===== src/rtl/trace_pkg.sv =====
// Shared definitions for the CPU trace recorder: FSM states and the trace-entry layout.
// Entry layout, LSB first: wdata[XLEN], waddr[5], we, pc[XLEN], cycle[CW].
package trace_pkg;

    localparam int REGA_W = 5;

    typedef enum logic [1:0] {
        IDLE = 2'd0,
        RUN  = 2'd1,
        DONE = 2'd2
    } state_t;

    function automatic int entry_w(input int xlen, input int cw);
        return cw + 2 * xlen + REGA_W + 1;
    endfunction

    function automatic int off_waddr(input int xlen);
        return xlen;
    endfunction

    function automatic int off_we(input int xlen);
        return xlen + REGA_W;
    endfunction

    function automatic int off_pc(input int xlen);
        return xlen + REGA_W + 1;
    endfunction

    function automatic int off_cycle(input int xlen);
        return 2 * xlen + REGA_W + 1;
    endfunction

endpackage


===== src/rtl/trace_fifo.sv =====
// DEPTH x EW circular trace buffer with an asynchronous read of the oldest entry.
// When full, a push without a pop either overwrites the oldest entry (WRAP=1) or is dropped.
module trace_fifo #(
    parameter int DEPTH = 16,
    parameter int EW    = 86,
    parameter bit WRAP  = 1'b0
) (
    input  logic                   clk_i,
    input  logic                   rst_i,
    input  logic                   clr_i,
    input  logic                   push_i,
    input  logic                   pop_i,
    input  logic [EW-1:0]          wdata_i,
    output logic [EW-1:0]          rdata_o,
    output logic                   valid_o,
    output logic [$clog2(DEPTH):0] level_o,
    output logic                   overflow_o
);

    localparam int AW = $clog2(DEPTH);
    localparam logic [AW:0]   FULL_LVL = (AW + 1)'(DEPTH);
    localparam logic [AW:0]   LVL_ONE  = (AW + 1)'(1);
    localparam logic [AW-1:0] PTR_ONE  = AW'(1);

    logic [EW-1:0] mem [DEPTH];
    logic [AW-1:0] wr_ptr;
    logic [AW-1:0] rd_ptr;
    logic [AW:0]   level;
    logic          overflow;
    logic          full;
    logic          do_pop;
    logic          do_write;
    logic          drop;

    always_comb begin
        full     = (level == FULL_LVL);
        do_pop   = pop_i && (level != '0);
        drop     = push_i && full && !do_pop;
        // A full buffer still accepts a push when a pop frees the slot in the same cycle.
        do_write = push_i && (!full || do_pop || WRAP);
    end

    always_ff @(posedge clk_i or negedge rst_i) begin
        if (!rst_i) begin
            wr_ptr   <= '0;
            rd_ptr   <= '0;
            level    <= '0;
            overflow <= 1'b0;
        end else if (clr_i) begin
            wr_ptr   <= '0;
            rd_ptr   <= '0;
            level    <= '0;
            overflow <= 1'b0;
        end else begin
            if (do_write)
                wr_ptr <= wr_ptr + PTR_ONE;
            if (do_pop || (drop && WRAP))
                rd_ptr <= rd_ptr + PTR_ONE;
            if (push_i && !do_pop && !full)
                level <= level + LVL_ONE;
            else if (!push_i && do_pop)
                level <= level - LVL_ONE;
            if (drop)
                overflow <= 1'b1;
        end
    end

    always_ff @(posedge clk_i) begin
        if (do_write)
            mem[wr_ptr] <= wdata_i;
    end

    assign rdata_o    = mem[rd_ptr];
    assign valid_o    = (level != '0);
    assign level_o    = level;
    assign overflow_o = overflow;

endmodule


===== src/rtl/cpu_trace_recorder.sv =====
// Snoops CPU PC and register-file writes and records stamped trace entries into a buffer
// drained oldest-first over valid/ready; stops after MAX_CYCLES recorded cycles.
module cpu_trace_recorder
    import trace_pkg::*;
#(
    parameter int XLEN       = 32,
    parameter int DEPTH      = 16,
    parameter int CW         = 16,
    parameter int MAX_CYCLES = 256,
    parameter bit WRAP       = 1'b0
) (
    input  logic                             clk_i,
    input  logic                             rst_i,
    input  logic                             start_i,
    input  logic                             clear_i,
    input  logic                             mode_i,
    input  logic [XLEN-1:0]                  pc_i,
    input  logic                             rf_we_i,
    input  logic [REGA_W-1:0]                rf_waddr_i,
    input  logic [XLEN-1:0]                  rf_wdata_i,
    output logic                             rd_valid_o,
    input  logic                             rd_ready_i,
    output logic [entry_w(XLEN, CW)-1:0]     rd_data_o,
    output logic [$clog2(DEPTH):0]           level_o,
    output logic                             overflow_o,
    output logic                             done_o,
    output logic [CW-1:0]                    cycle_o
);

    localparam int EW = entry_w(XLEN, CW);
    localparam logic [CW-1:0] LAST_CYC = CW'(MAX_CYCLES - 1);
    localparam logic [CW-1:0] CYC_ONE  = CW'(1);

    state_t        state;
    state_t        state_nxt;
    logic [CW-1:0] cycle;
    logic          mode;
    logic          we_eff;
    logic          push;
    logic          pop;
    logic [EW-1:0] entry;

    always_comb begin
        state_nxt = state;
        if (clear_i) begin
            state_nxt = IDLE;
        end else begin
            case (state)
                IDLE:    if (start_i) state_nxt = RUN;
                RUN:     if (cycle == LAST_CYC) state_nxt = DONE;
                DONE:    state_nxt = DONE;
                default: state_nxt = IDLE;
            endcase
        end
    end

    always_ff @(posedge clk_i or negedge rst_i) begin
        if (!rst_i)
            state <= IDLE;
        else
            state <= state_nxt;
    end

    // Mode is sampled only on the IDLE->RUN edge so a run records under one filter.
    always_ff @(posedge clk_i or negedge rst_i) begin
        if (!rst_i) begin
            cycle <= '0;
            mode  <= 1'b0;
        end else if (clear_i) begin
            cycle <= '0;
        end else begin
            if (state == RUN)
                cycle <= cycle + CYC_ONE;
            if (state == IDLE && start_i)
                mode <= mode_i;
        end
    end

    // Writes to x0 are architecturally void: no we flag and no capture in write-only mode.
    always_comb begin
        we_eff = rf_we_i && (rf_waddr_i != '0);
        push   = (state == RUN) && !clear_i && (!mode || we_eff);
        pop    = rd_ready_i && !clear_i;
        entry  = {cycle, pc_i, we_eff, rf_waddr_i, rf_wdata_i};
    end

    trace_fifo #(
        .DEPTH (DEPTH),
        .EW    (EW),
        .WRAP  (WRAP)
    ) u_fifo (
        .clk_i      (clk_i),
        .rst_i      (rst_i),
        .clr_i      (clear_i),
        .push_i     (push),
        .pop_i      (pop),
        .wdata_i    (entry),
        .rdata_o    (rd_data_o),
        .valid_o    (rd_valid_o),
        .level_o    (level_o),
        .overflow_o (overflow_o)
    );

    assign done_o  = (state == DONE);
    assign cycle_o = cycle;

endmodule

===== config.mk =====
export PLATFORM = sky130hd
export DESIGN_NAME = cpu_trace_recorder
export DESIGN_NICKNAME = d
export VERILOG_FILES = /design/src/rtl/trace_pkg.sv /design/src/rtl/trace_fifo.sv /design/src/rtl/cpu_trace_recorder.sv
export SDC_FILE = /design/constraint.sdc
export NUM_CORES = 1
export LEC_CHECK = 0
export ABC_CLOCK_PERIOD_IN_PS = 7250
export CELL_PAD_IN_SITES_DETAIL_PLACEMENT = 0
export CELL_PAD_IN_SITES_GLOBAL_PLACEMENT = 2
export CORE_UTILIZATION = 40
export CTS_CLUSTER_SIZE = 40
export DETAILED_ROUTE_END_ITERATION = 6
export GPL_TIMING_DRIVEN = 0
export PLACE_DENSITY_LB_ADDON = 0.1
export RECOVER_POWER = 25
export SLEW_MARGIN = 20
export SYNTH_ARGS = -nofsm -noshare
export SYNTH_HDL_FRONTEND = slang
export SYNTH_SLANG_ARGS = --single-unit

===== constraint.sdc =====
create_clock -name clk_i -period 7.25 [get_ports clk_i]
set_input_delay 1.45 -clock clk_i [delete_from_list [all_inputs] [get_ports clk_i]]
set_output_delay 1.45 -clock clk_i [all_outputs]
set_load 0.05 [all_outputs]

==> impl_metrics.csv <==
group,metric,value,unit
worst_setup_path,rr_endpoint,"u_fifo.mem[3][46]$_DFFE_PP_",
worst_setup_path,critPathLaunchType,"register",
floorplanning,core_area,135000,µm²
synthesis,synthCells,2776,
cells_and_area,drive_gt1_share,20.6,%
sta,finalCritPeriodShare,83.2,%
floorplanning,io-pin-count,186,
synthesis,synthFlopType,"edfxtp_1",
worst_hold_path,hold_path_class,"reg -> reg",
cells_and_area,final_cell_count_no_fill,5131,
synthesis,synth_xor_area_share,0.352,%
sta,fmax,166,MHz
sta,relSlewSlack,23.0,%
detailed_routing,routed_wl,143000,µm
sta,hold_viol,0,
worst_setup_path,worstPathRequired,5800,ps
place,io_buffers,184,
worst_setup_path,worstSetupPathType,"reg -> out",
floorplanning,rows,135,
place,dp.cells,4856,
power_and_ir_drop,p_leak,0.0208,µW
detailed_routing,drt_iter0_drc,2271,
clocking,cts-root-buf,"clkbuf_16",
place,gp_congestion,0.729,
synthesis,yosysMostFrequentCell,"edfxtp_1",
global_route,grt_use_total,21.1,%
cells_and_area,syn2layout_area_growth,19.8,%
worst_hold_path,hp-start,"u_fifo.overflow_o$_DFFE_PN0P_",
worst_setup_path,rrSetupSlack,3280,ps
synthesis,synth_edf_count,1376,
synthesis,synth_area_leader_cell,"edfxtp_1",
place,placedInstanceArea,60800,µm²
sta,tightest_slew,1150,ps
synthesis,syn_area,54700,µm²
synthesis,synthSimpleGateAreaFrac,1.57,%
clocking,clk-insertion-delay-late,770,ps
power_and_ir_drop,ir_drop,230,µV
clocking,cts_tree,"done",
detailed_routing,vias_per_cell,5.47,
synthesis,synth_top_family_by_area,"multiplexers",
sta,fin_crit,6030,ps
clocking,cts_hold_buf,0,
clocking,clkSinkCount,1409,
global_route,grt_max_degree,24,
sta,skew,21.0,ps
synthesis,synth_mux_area_share,13.7,%
global_route,grt_pass1_vias,29511,
cells_and_area,num-nets-final,3321,
power_and_ir_drop,netSwitchingPower,5750,µW
floorplanning,chipWidth,372,µm
synthesis,synth_commonest_cells,"edfxtp_1, mux2i_1, mux4_2, o21ai_0, nand2_1",
power_and_ir_drop,pwr-share-seq,43.7,%
synthesis,synth_compound_area_share,5.30,%
global_route,grt_pass1_wl,207000,µm
flow_run,maxCapViolations,0,
floorplanning,die_h,372,µm
power_and_ir_drop,p_sw_share,27.5,%
cells_and_area,final_area,65500,µm²
worst_setup_path,endpoint_kind,"output port",
synthesis,synthAdderAreaFrac,0.357,%
detailed_routing,routedWlPerCell,27.9,µm
power_and_ir_drop,power-per-cell-area,319,nW/µm²
sta,fin_setup_tns,0,ps
global_route,overflow,0,
global_route,grt_antenna_before_repair,12,
synthesis,ys_warn_count,0,
synthesis,synth.avg_cell_area,19.7,µm²
detailed_routing,postRouteAntennaNets,0,
clocking,cts_buffers,153,
worst_setup_path,cp_max_fo,10,
sta,slew_viol_final,0,
synthesis,ys_types,49,
run_status,status,"complete, no violations",
worst_hold_path,hold_depth,2,
clocking,cts_setup_buffers,0,
clocking,cts_max_level,4,
power_and_ir_drop,internal_power,15200,µW
synthesis,synth_area_leaders,"edfxtp_1, mux4_2, mux2i_1",
detailed_routing,drc,0,
power_and_ir_drop,power,20900,µW
power_and_ir_drop,p_comb_share,20.7,%
synthesis,async_reset_ff_share,2.34,%
synthesis,syn-num-nets,2867,
place,hpwlAfterDp,97300,µm
synthesis,ys_ff_latch,1409,
detailed_routing,vias,28044,
sta,grt_setup_unrepaired,"no",
worst_setup_path,ff2ff_path_depth,11,
worst_setup_path,arrival,4580,ps
sta,setup_viol,0,
sta,fin_ws,1220,ps
detailed_routing,firstDrtPassIters,5,
clocking,ctsResizeCount,0,
place,place_ws,1570,ps
floorplanning,start_util,40.4,%
clocking,clk_pin_slew,60,ps
worst_setup_path,r2r_start,"state[1]$_DFFE_PN0P_",
synthesis,ys_seq_area_share,77.1,%
synthesis,synth_top_area_share,75.6,%
floorplanning,die_area,138000,µm²
clocking,clock_path_buffers,3,
worst_hold_path,hold_end,"u_fifo.overflow_o$_DFFE_PN0P_",
power_and_ir_drop,clkPwrFrac,35.6,%
-- per-layer routing --
metal	GRT usage [%]	vias up	part of all wire, %
met5	0	-	0.060
met4	5.28	12	1.8
met3	3.71	159	4.2
met2	35.0	625	50
met1	28.7	14892	44
li1	-	12356	-
-- logic make-up after synthesis --
kind of cell             Yosys count
flip-flops                      1409
multiplexers                     522
AO/OA/AOI/OAI                    455
AND/OR/NAND/NOR                  192
buffers and inverters            161
XOR/XNOR                          22
adder cells (fa/ha/maj)           15
-- sequential cells by signal, summed over array words and instances, names as in the netlist --
name               count
u_fifo.mem          1376
cycle_o               16
u_fifo.level_o         5
u_fifo.rd_ptr          4
u_fifo.wr_ptr          4
state                  2
mode                   1
u_fifo.overflow_o      1
-- worst max path at each step --
stage                                             end                         start  slack (ps)  depth (start not counted)
after floorplan            u_fifo.mem[1][0]$_DFFE_PP_                       clear_i       -1430                          6
after global placement    u_fifo.mem[1][41]$_DFFE_PP_                 rf_waddr_i[1]      -10700                          7
after detailed placement  u_fifo.mem[2][41]$_DFFE_PP_                 rf_waddr_i[4]        1570                         13
after CTS                               rd_data_o[51]  u_fifo.rd_ptr[2]$_DFFE_PN0P_        1120                          9
after global routing                    rd_data_o[51]  u_fifo.rd_ptr[2]$_DFFE_PN0P_        1040                          9
final                                   rd_data_o[47]  u_fifo.rd_ptr[2]$_DFFE_PN0P_        1220                          9
-- power by group through the flow --
stage	clock (µW)	sequential, µW	combinational [µW]
floorplan	0	9350	2890
global placement	0	9340	4310
detailed placement	0	9310	4410
CTS	7600	9140	4420
global route	7900	9150	4590
finish	7430	9140	4330
-- layout make-up --
| class | instances | area (µm²) |
|---|---|---|
| diodes | 1 | 2.50 |
| multi-input cells | 1206 | 11800 |
| well taps | 1781 | 2230 |
| inverters | 8 | 30.0 |
| clock inverters | 74 | 568 |
| repair buffers | 299 | 3710 |
| clock buffers | 200 | 4210 |
| fillers | 11186 | 70000 |
| plain buffers | 153 | 865 |
| flip-flops and latches | 1409 | 42100 |
-- metrics by stage --
step | util (%) | hold WS [ps]
final | 48.4 | 531
after global routing | 48.4 | 562
after CTS | 48.4 | 534
after detailed placement | 44.8 | 509
after global placement | 43.4 | 508
after floorplan | - | 516
-- worst max-delay path, stage by stage (launching register included) --
cell,delay [ps]
dfrtp_1,330
buf_2,330
nor2b_1,170
buf_2,490
buf_2,620
buf_2,400
a21oi_1,180
o21ai_0,190
nand2_1,250
clkdlybuf4s50_1,790
-- cell usage in the layout, fill, tap and decap left out, types with 20 or more instances in the layout --
master,instances
a21oi_1,92
a221oi_1,80
a22oi_1,86
buf_12,38
buf_16,24
buf_2,32
buf_4,74
buf_6,20
clkbuf_1,108
clkbuf_16,161
clkdlybuf4s50_1,154
clkinv_1,37
clkinv_2,21
dfrtp_1,33
dlygate4sd3_1,29
edfxtp_1,1376
mux2_2,87
mux2i_1,263
mux4_2,172
nand2_1,102
nor2_1,29
o21ai_0,172
No activity file was read; power rests on OpenSTA's default activity.
